===== config.mk =====
export PLATFORM = sky130hd
export DESIGN_NAME = age_select_pipe
export DESIGN_NICKNAME = d
export VERILOG_FILES = /design/src/rtl/age_select_pipe.sv
export SDC_FILE = /design/constraint.sdc
export NUM_CORES = 1
export LEC_CHECK = 0
export CORE_AREA = 2 2 94 132
export DETAILED_ROUTE_END_ITERATION = 16
export DIE_AREA = 0 0 96 134
export HOLD_SLACK_MARGIN = 0.02
export PLACE_DENSITY_LB_ADDON = 0.25
export SETUP_SLACK_MARGIN = 0.2
export SLEW_MARGIN = 40
export SYNTH_ARGS = -nofsm -noshare
export SYNTH_HDL_FRONTEND = slang
export SYNTH_SLANG_ARGS = --single-unit

===== constraint.sdc =====
create_clock -name clock -period 25.6 [get_ports clock]
set_input_delay 7.68 -clock clock [delete_from_list [all_inputs] [get_ports clock]]
set_output_delay 7.68 -clock clock [all_outputs]
set_load 0.005 [all_outputs]

===== src/rtl/age_select_pipe.sv =====
// Age-ordered request selector: a balanced binary tree picks the oldest (or
// youngest) requesting slot using wrap-aware tag comparison. The winner is
// captured in a single output register stage with valid/ready handshake.
module age_select_pipe #(
  parameter int unsigned REQ_NUM     = 16,
  parameter int unsigned TAG_WIDTH   = 6,
  parameter bit          PICK_OLDEST = 1'b1
) (
  input  logic                          clock,
  input  logic                          reset,
  input  logic                          flush,
  input  logic [REQ_NUM-1:0]            req,
  input  logic [REQ_NUM*TAG_WIDTH-1:0]  i_tag,
  input  logic [REQ_NUM-1:0]            i_wrap,
  output logic [REQ_NUM-1:0]            gnt,
  output logic                          out_valid,
  input  logic                          out_ready,
  output logic [$clog2(REQ_NUM)-1:0]    out_idx,
  output logic [TAG_WIDTH-1:0]          out_tag,
  output logic                          out_wrap
);

  localparam int unsigned IDX_W = $clog2(REQ_NUM);
  localparam int unsigned NODES = 2 * REQ_NUM;

  logic                 win_valid;
  logic [IDX_W-1:0]     win_idx;
  logic [TAG_WIDTH-1:0] win_tag;
  logic                 win_wrap;
  logic                 in_ready;

  // True when entry A is strictly older than entry B (wrap bit flips the tag order).
  function automatic logic is_older(input logic wa, input logic [TAG_WIDTH-1:0] ta,
                                    input logic wb, input logic [TAG_WIDTH-1:0] tb);
    return (wa == wb) ? (ta < tb) : (ta > tb);
  endfunction

  // Heap-indexed selection tree: leaves at REQ_NUM.., root at node 1; left child
  // always covers lower slot indices, so ties resolve to the left.
  always_comb begin : sel_tree
    logic                 nv [NODES];
    logic [IDX_W-1:0]     ni [NODES];
    logic [TAG_WIDTH-1:0] nt [NODES];
    logic                 nw [NODES];
    logic                 take_r;
    for (int n = 0; n < int'(NODES); n++) begin
      nv[n] = 1'b0;
      ni[n] = '0;
      nt[n] = '0;
      nw[n] = 1'b0;
    end
    take_r = 1'b0;
    for (int i = 0; i < int'(REQ_NUM); i++) begin
      nv[int'(REQ_NUM) + i] = req[i];
      ni[int'(REQ_NUM) + i] = IDX_W'(i);
      nt[int'(REQ_NUM) + i] = i_tag[i*int'(TAG_WIDTH) +: TAG_WIDTH];
      nw[int'(REQ_NUM) + i] = i_wrap[i];
    end
    for (int n = int'(REQ_NUM) - 1; n >= 1; n--) begin
      if (PICK_OLDEST)
        take_r = nv[2*n+1] && (!nv[2*n] ||
                 is_older(nw[2*n+1], nt[2*n+1], nw[2*n], nt[2*n]));
      else
        take_r = nv[2*n+1] && (!nv[2*n] ||
                 is_older(nw[2*n], nt[2*n], nw[2*n+1], nt[2*n+1]));
      nv[n] = nv[2*n] | nv[2*n+1];
      ni[n] = take_r ? ni[2*n+1] : ni[2*n];
      nt[n] = take_r ? nt[2*n+1] : nt[2*n];
      nw[n] = take_r ? nw[2*n+1] : nw[2*n];
    end
    win_valid = nv[1];
    win_idx   = ni[1];
    win_tag   = nt[1];
    win_wrap  = nw[1];
  end

  assign in_ready = !out_valid | out_ready;

  // One-hot grant to the winner only when the output stage can take it.
  always_comb begin
    gnt = '0;
    if (!reset && !flush && in_ready && win_valid)
      gnt[win_idx] = 1'b1;
  end

  // Output stage: load on grant, drain on ready, squash on flush.
  always_ff @(posedge clock or posedge reset) begin
    if (reset) begin
      out_valid <= 1'b0;
      out_idx   <= '0;
      out_tag   <= '0;
      out_wrap  <= 1'b0;
    end else if (flush) begin
      out_valid <= 1'b0;
    end else if (in_ready) begin
      out_valid <= win_valid;
      if (win_valid) begin
        out_idx  <= win_idx;
        out_tag  <= win_tag;
        out_wrap <= win_wrap;
      end
    end
  end

endmodule


==> results of run 1 <==
## worst max-delay path: cells and delay by family
kind                       cells  cell delay [ps]
AOI/OAI and AO/OA             12             2800
adders and majority gates      4             1270
buffers and inverters          5             1270
muxes                          7             2190
and+or+nand+nor                9             1910
## cell type report
class / count / area, um2 / area share, %
repair buffers: 163 / 1620 / 22.1
inverters: 82 / 308 / 4.20
multi-input cells: 616 / 4830 / 66.0
well taps: 147 / 184 / 2.51
flip-flops and latches: 12 / 300 / 4.10
clock buffers: 3 / 75.1 / 1.03
## per-stage QoR
stage	power, W	instance area, um2	utilization, %
after floorplan	0.000334	5460	-
after global placement	0.000432	7200	61.5
after detailed placement	0.000443	7200	61.5
after CTS	0.000475	7270	62.1
after global routing	0.000535	7320	62.6
final	0.000489	7320	62.6
## repair_timing
action,4_1_cts,5_1_grt
gates resized for setup,0,9
hold buffers,0,0
setup endpoints to repair,0,16
setup buffers,0,2
## kinds of logic (layout without fill, tap and decap cells)
family	count (synthesis)	after routing	share of synthesized area (%)
and+or+nand+nor	224	224	22.0
AOI/OAI and AO/OA	211	211	27.4
buffers and inverters	92	248	6.60
adders and majority gates	90	90	20.6
muxes	77	77	15.3
xor gates and xnor gates	14	14	2.59
DFF	12	12	5.50
## where the power goes
group / switching [W] / total, W / leakage [nW] / internal (W)
combinational: 0.000230 / 0.000427 / 3.23 / 0.000197
sequential: 0.00000542 / 0.0000340 / 0.145 / 0.0000286
clock: 0.00000798 / 0.0000283 / 0.0370 / 0.0000203
## routing by layer
layer | vias to the layer above | wire, um | global-route usage, %
met4 | 0 | 851 | 14.8
met2 | 238 | 9460 | 51.2
met5 | - | 0 | 0
li1 | 3023 | - | -
met3 | 66 | 756 | 1.80
met1 | 2846 | 5980 | 25.7
## final timing paths
path	from	to	slack, ps	cells after the start
setup / recovery	i_tag[89]	gnt[5]	810	37
hold / removal	out_wrap	out_wrap	480	1
setup reg to reg	out_valid	out_tag[1]	23910	4
hold reg to reg	out_wrap	out_wrap	480	1
max in group asynchronous	reset	out_tag[0]	17460	2
min in group asynchronous	reset	out_tag[1]	7820	2
## flip-flops by register name (all words and copies together) (netlist names)
register and flops:
out_tag 6, out_wrap 1, out_valid 1, out_idx 4
## cell usage in the layout (no fill, tap or decap), types with 4 or more instances in the layout
cell type,instances
a211oi_1,4
a21o_1,14
a21oi_1,53
a22o_1,6
a2bb2oi_1,7
a31oi_1,7
and2_1,4
and3_1,9
and4_1,5
buf_4,4
clkdlybuf4s50_1,159
dfrtp_1,12
ha_1,90
inv_1,82
mux2_2,24
mux2i_1,46
mux2i_2,4
nand2_1,58
nand3_1,14
nand4_1,13
nor2_1,52
nor2b_1,13
nor3_1,15
nor4_1,5
o211a_1,4
o21a_1,11
o21ai_0,33
o21ai_1,4
o21bai_1,8
o221ai_1,8
o31ai_1,4
o32ai_1,5
or2_2,5
or3_1,5
xnor2_1,5
xor2_1,8
==> run_results.csv, run 1 <==
group,metric,value,unit
die,core_area,11700,um2
sta,setup_tns,0,ps
global_route,antenna_found_initial,0,
sta,finalHoldViolCount,0,
drt,final_antenna_net_count,0,
sta,skew,2.50,ps
sta,holdWs,479,ps
synth,synth_top_area_share,20.6,%
global_route,grt_max_degree,16,
worst_setup_path,timing.critical_path.slowest_stage_cell,"clkdlybuf4s50_1",
layout,num_antenna_cells,0,
synth,syn_area,5460,um2
place,numPortBuffers,159,
synth,ys.flop_type,"dfrtp_1",
worst_setup_path,cp-start-kind,"input pin",
worst_setup_path,path_class,"in -> out",
layout,nNetsFinal,1100,
power_and_ir_drop,power.density,66.8,nW/um2
sta,slew_headroom,44.7,%
synth,synthTopCellsByArea,"ha_1, mux2i_1, inv_1, dfrtp_1, a21oi_1",
global_route,grt_pass1_vias,6354,
min_path,hold_class,"reg -> reg",
clocking,clock-sinks,12,
layout,n_fill_cell,1044,
die,rows,47,
worst_setup_path,critPathMostFrequentCell,"ha_1",
place,dp.cells,1018,
place,pre_cts_ws,396,ps
worst_setup_path,crit_fanout,11,
drt,routed_wl,17100,um
place,dp_hpwl,14700,um
worst_setup_path,endpoint_kind,"output pin",
die,dieArea,12900,um2
drt,first_pass_iters,6,
synth,syn_avg_cell_area,7.58,um2
power_and_ir_drop,power.leakage,3.41,nW
worst_setup_path,slowest_delay,570,ps
layout,layout-drive-gt1-share,8.22,%
power_and_ir_drop,ir_drop,35.2,uV
synth,synth_area_leader_cell,"ha_1",
sta,fin_ws,814,ps
clocking,clockBufferDepth,2,
worst_setup_path,cp.required,17920,ps
clocking,cts_buffers,3,
layout,area_growth,34.2,%
job,maxCapViolCount,0,
sta,slew_viol_final,0,
synth,syn-instance-count,720,
clocking,cts_root_buffer,"clkbuf_16",
synth,synth.distinct_cells,78,
drt,wl_per_cell,16.7,um
drt,vias_per_cell,6.03,
die,die_h,134,um
global_route,overflow,0,
synth,synthArstFlopShare,100,%
synth,synth_edf_count,0,
sta,grt_setup_unrepaired,"no",
sta,max_freq,40.3,MHz
sta,tightest_slew,825,ps
sta,post-route-period-util,96.8,%
drt,via_count,6173,
run_status,status,"finished, final reports clean",
synth,synth_warnings,0,
worst_setup_path,critPathArrivalTime,17110,ps
die,initial_core_util,46.6,%
synth,synth.most_common_cell,"ha_1",
synth,synthTopCellsByCount,"ha_1, inv_1, nand2_1",
drt,drc,0,
place,place.gp.congestion,0.969,
clocking,cts_tree,"built",
synth,syn-num-nets,942,
sta,period_needed,24790,ps
global_route,grt_pass1_wl,27600,um
clocking,insertion_delay,240,ps
synth,ys_seq_area_share,5.50,%
drt,drt_iter0_drc,262,
layout,stdcell_count,1023,
clocking,cts.clk_slew.worst_paths,40,ps
die,boundaryPins,160,
global_route,grt_usage,26.1,%
clocking,htree_levels,1,
die,die_width,96,um
sta,setup_violations,0,
synth,synth_seq_cells,12,
Note: power is estimated with default switching activity, not from simulation.
==> inputs of run 2 (changes only) <==
--- a/config.mk
+++ b/config.mk
@@ -8,6 +8,7 @@
 export CORE_AREA = 2 2 94 132
 export DETAILED_ROUTE_END_ITERATION = 16
 export DIE_AREA = 0 0 96 134
+export DONT_BUFFER_PORTS = 1
 export HOLD_SLACK_MARGIN = 0.02
 export PLACE_DENSITY_LB_ADDON = 0.25
 export SETUP_SLACK_MARGIN = 0.2
==> run 2 against run 1 <==
Net effect:
- routed wire length down 8.1%
- core utilization is 14 points lower
- flip-flop and latch count is the same
- setup slack improved by 550 ps
- register-to-register slack improved by 20 ps
- fmax is 2.3% higher
- first-iteration DRC count fell by 34%
- clock skew decreased by 2.0 ps
- critical path type unchanged
- critical endpoint is now gnt[7]
==> run_results.csv, run 2 (synthesized netlist as in run 1, its figures left out) <==
group,metric,value,unit
run_status,status,"finished, final reports clean",
sta,post-route-period-util,94.7,%
power_and_ir_drop,power.leakage,2.78,nW
place,dp_hpwl,13900,um
sta,setup_tns,0,ps
clocking,clockBufferDepth,2,
global_route,grt_usage,23.8,%
layout,area_growth,4.08,%
sta,finalHoldViolCount,0,
power_and_ir_drop,power.density,75.2,nW/um2
layout,seqCellArea,300,um2
sta,fin_ws,1360,ps
min_path,hp-start,"out_idx[1]",
worst_setup_path,timing.critical_path.slowest_stage_cell,"a221oi_1",
drt,wl_per_cell,18.2,um
die,die_width,96,um
worst_setup_path,path_class,"in -> out",
min_path,hold_class,"reg -> reg",
clocking,cts_tree,"built",
sta,skew,0.530,ps
drt,first_pass_iters,4,
layout,stdcell_count,861,
layout,top_regs,"out_tag: 6 flops, out_idx: 4 flops",
sta,slew_headroom,49.8,%
worst_setup_path,critPathArrivalTime,16560,ps
worst_setup_path,endpoint_kind,"output pin",
die,die_h,134,um
layout,num_antenna_cells,0,
clocking,postCtsHoldBufs,0,
layout,multiInputGateArea,4810,um2
clocking,cts.clk_slew.worst_paths,40,ps
sta,tightest_slew,748,ps
place,place.gp.congestion,0.971,
die,initial_core_util,46.6,%
layout,nNetsFinal,938,
global_route,grt_max_degree,16,
die,rows,47,
layout,regMostFlops,"out_tag",
power_and_ir_drop,ir_drop,36.4,uV
drt,drc,0,
global_route,grt_pass1_vias,5707,
drt,routed_wl,15700,um
clocking,clock-sinks,12,
clocking,cts_setup_buffers,0,
worst_setup_path,cp-startpoint,"i_tag[89]",
clocking,post_cts_resized,0,
layout,largest_reg_flops,6,
job,maxCapViolCount,0,
sta,period_needed,24240,ps
place,dp.cells,858,
drt,final_antenna_net_count,0,
die,boundaryPins,160,
sta,max_freq,41.3,MHz
clocking,htree_levels,1,
worst_setup_path,crit_fanout,15,
layout,layout_commonest_cell,"ha_1",
drt,via_count,5453,
die,dieArea,12900,um2
global_route,overflow,0,
sta,holdWs,523,ps
sta,setup_violations,0,
layout,layout_common_cells,"ha_1, inv_1, nand2_1",
clocking,cts_buffers,3,
place,numPortBuffers,0,
drt,drt_iter0_drc,172,
drt,vias_per_cell,6.33,
sta,grt_setup_unrepaired,"no",
worst_setup_path,slowest_delay,540,ps
layout,layout-drive-gt1-share,8.54,%
sta,slew_viol_final,0,
worst_setup_path,cp.required,17920,ps
die,core_area,11700,um2
worst_setup_path,r2r-start,"out_valid",
worst_setup_path,cp-start-kind,"input pin",
global_route,antenna_found_initial,0,
layout,n_fill_cell,1180,
worst_setup_path,critPathMostFrequentCell,"nand2_1",
place,pre_cts_ws,1410,ps
clocking,insertion_delay,240,ps
clocking,cts_root_buffer,"clkbuf_16",
global_route,grt_pass1_wl,24800,um
-- run 2: cell count changes in the layout (fill, tap and decap cells not counted), moves of 3 or more --
cell             previous run  this run
o21ai_1                     4         7
o21ai_2                     3         0
buf_4                       4         1
clkdlybuf4s50_1           159         0
-- run 2: per-stage QoR --
stage	area [um2]	utilization, %	total power, W
final	5680	48.5	0.000427
after global routing	5680	48.5	0.000470
after CTS	5670	48.5	0.000428
after detailed placement	5600	47.8	0.000398
after global placement	5600	47.8	0.000383
after floorplan	5460	-	0.000334
-- run 2: layout make-up --
type,count,area share [%]
Sequential cell,12,5.29
Clock buffer,3,1.32
Tap cell,147,3.24
Multi-Input combinational cell,616,84.6
Timing Repair Buffer,1,0.132
Inverter,82,5.42
-- run 2: critical path: cells and delay by family --
| family | cells | cell delay, ps |
|---|---|---|
| buffers and inverters | 3 | 170 |
| AOI/OAI and AO/OA | 13 | 3340 |
| muxes | 7 | 2240 |
| adders and majority gates | 4 | 1220 |
| and+or+nand+nor | 9 | 1890 |
-- run 2: path summary, 6_finish.rpt --
check	to	slack [ps]	cells past startpoint
setup / recovery	gnt[7]	1360	36
hold / removal	out_idx[1]	520	2
setup reg to reg	out_tag[3]	23930	4
hold reg to reg	out_idx[1]	520	2
max in group asynchronous	out_tag[3]	17950	1
min in group asynchronous	out_idx[1]	7330	1
-- run 2: power by group --
group	internal, W	leakage (nW)	switching [W]	total (W)
Sequential	0.0000286	0.145	0.00000954	0.0000381
Combinational	0.000151	2.60	0.000209	0.000360
Clock	0.0000203	0.0370	0.00000823	0.0000286
Total	0.000200	2.78	0.000227	0.000427
-- run 2: per-layer routing --
layer	up-vias	GRT usage (%)	share of wire, %
met3	58	2.64	5.3
met5	-	0	0
met4	0	12.6	5.1
met1	2508	21.7	34
met2	194	48.2	56
li1	2693	-	-
==> inputs of run 3 (changes only) <==
--- a/config.mk
+++ b/config.mk
@@ -5,11 +5,14 @@
 export SDC_FILE = /design/constraint.sdc
 export NUM_CORES = 1
 export LEC_CHECK = 0
-export CORE_AREA = 2 2 94 132
+export CELL_PAD_IN_SITES_DETAIL_PLACEMENT = 1
+export CELL_PAD_IN_SITES_GLOBAL_PLACEMENT = 2
+export CORE_AREA = 2 2 106 149
 export DETAILED_ROUTE_END_ITERATION = 16
-export DIE_AREA = 0 0 96 134
+export DIE_AREA = 0 0 108 151
 export DONT_BUFFER_PORTS = 1
 export HOLD_SLACK_MARGIN = 0.02
+export MAX_ROUTING_LAYER = met4
 export PLACE_DENSITY_LB_ADDON = 0.25
 export SETUP_SLACK_MARGIN = 0.2
 export SLEW_MARGIN = 40
==> run 3 against run 2 <==
Net effect:
- die area up 27%
- critical path type unchanged
- fmax decreased by 0.36%
- largest power group unchanged
- hold slack gained 25 ps
- critical endpoint is now gnt[1]
- count of clock-buffer cells in the layout rose by 1
- combinational power rose by 4%
- critical path depth fell by 1
- clock power rose by 11%
- global-route usage down 1.6 points
- total power grew 4.3%
- final cell count grew 5.3%
==> run_results.csv, run 3 (synthesized netlist as in run 1, its figures left out) <==
group,metric,value,unit
power_and_ir_drop,power.density,77.4,nW/um2
global_route,overflow,0,
drt,drc,0,
worst_setup_path,reg2reg_setup_slack,23700,ps
die,boundaryPins,160,
global_route,antenna_found_initial,0,
layout,regMostFlops,"out_tag",
worst_setup_path,path_class,"in -> out",
layout,layout_commonest_cell,"ha_1",
drt,drt_iter0_drc,167,
clocking,clockBufferDepth,2,
sta,setup_tns,0,ps
worst_setup_path,crit_fanout,15,
layout,layout-drive-gt1-share,8.81,%
drt,via_count,5496,
layout,area_growth,5.43,%
clocking,insertion_delay,240,ps
power_and_ir_drop,power.leakage,2.79,nW
place,dp_hpwl,16000,um
clocking,cts_buffers,3,
sta,period_needed,24330,ps
clocking,cts_setup_buffers,0,
die,die_h,151,um
layout,layout_common_cells,"ha_1, inv_1, nand2_1",
drt,vias_per_cell,6.06,
global_route,grt_pass1_wl,28100,um
layout,nNetsFinal,938,
sta,slew_headroom,48.7,%
die,initial_core_util,36.6,%
clocking,cts_tree,"built",
clocking,clock-sinks,12,
die,die_width,108,um
worst_setup_path,critPathArrivalTime,16650,ps
clocking,postCtsHoldBufs,0,
sta,skew,0.467,ps
worst_setup_path,endpoint_kind,"output pin",
worst_setup_path,timing.critical_path.slowest_stage_cell,"a221oi_1",
layout,post-route-util,38.6,%
die,dieArea,16300,um2
power_and_ir_drop,ir_drop,39.9,uV
place,numPortBuffers,0,
sta,setup_violations,0,
drt,routed_wl,18000,um
worst_setup_path,cp.required,17920,ps
job,maxCapViolCount,0,
sta,finalHoldViolCount,0,
worst_setup_path,slowest_delay,480,ps
sta,post-route-period-util,95.0,%
global_route,grt_max_degree,16,
drt,wl_per_cell,19.9,um
sta,max_freq,41.1,MHz
clocking,cts_root_buffer,"clkbuf_16",
drt,final_antenna_net_count,0,
layout,num_antenna_cells,0,
global_route,grt_pass1_vias,5781,
run_status,status,"finished, final reports clean",
min_path,hold_class,"reg -> reg",
sta,slew_viol_final,0,
die,core_area,14900,um2
die,rows,53,
clocking,htree_levels,1,
clocking,cts.clk_slew.worst_paths,40,ps
sta,fin_ws,1270,ps
worst_setup_path,cp-start-kind,"input pin",
drt,first_pass_iters,4,
place,pre_cts_ws,1220,ps
sta,tightest_slew,765,ps
global_route,grt_usage,22.2,%
layout,largest_reg_flops,6,
clocking,post_cts_resized,0,
place,place.gp.congestion,0.847,
layout,top_regs,"out_tag: 6 flops, out_idx: 4 flops",
sta,grt_setup_unrepaired,"no",
run 3: cell types whose count changed in the layout (fill, tap and decap cells not counted):
cell / previous run / this run
clkbuf_8: 0 / 1
o21ai_1: 7 / 6
o21ai_2: 0 / 1
run 3: layer usage:
layer	part of all wire [%]	GRT usage [%]	vias up
li1	-	-	2686
met1	35	20.1	2699
met2	61	48.4	99
met3	2.7	1.55	12
met4	1.2	4.49	0
met5	0	-	-
run 3: report_power, final:
group	switching (W)	internal (W)	leakage, nW
Combinational	0.000223	0.000152	2.60
Sequential	0.0000104	0.0000286	0.145
Clock	0.00000812	0.0000236	0.0442
run 3: layout make-up:
type | count | area [um2]
clock buffers | 4 | 88.8
fillers | 1870 | 9170
inverters | 82 | 308
multi-input cells | 616 | 4810
flip-flops and latches | 12 | 300
well taps | 192 | 240
repair buffers | 1 | 7.51
run 3: worst max-delay path: cells and delay by family:
| family | cells | cell delay (ps) |
|---|---|---|
| mux | 7 | 2330 |
| compound gates | 13 | 3340 |
| buf+inv | 3 | 170 |
| simple gates | 8 | 1840 |
| fa+ha+maj | 4 | 1250 |
run 3: final timing paths:
| check | start | end | cells after the start |
|---|---|---|---|
| setup / recovery | i_tag[89] | gnt[1] | 35 |
| hold / removal | out_idx[3] | out_idx[3] | 2 |
| setup reg to reg | out_valid | out_tag[4] | 4 |
| hold reg to reg | out_idx[3] | out_idx[3] | 2 |
| max in group asynchronous | reset | out_idx[3] | 1 |
| min in group asynchronous | reset | out_idx[2] | 1 |
run 3: through the flow:
stage	instances	total power, W	cell area, um2	hold slack, ps
after global placement	903	0.000398	5650	541
after detailed placement	903	0.000412	5650	540
after CTS	907	0.000447	5740	551
after floorplan	720	0.000334	5460	471
after global routing	907	0.000488	5750	575
final	907	0.000445	5750	548
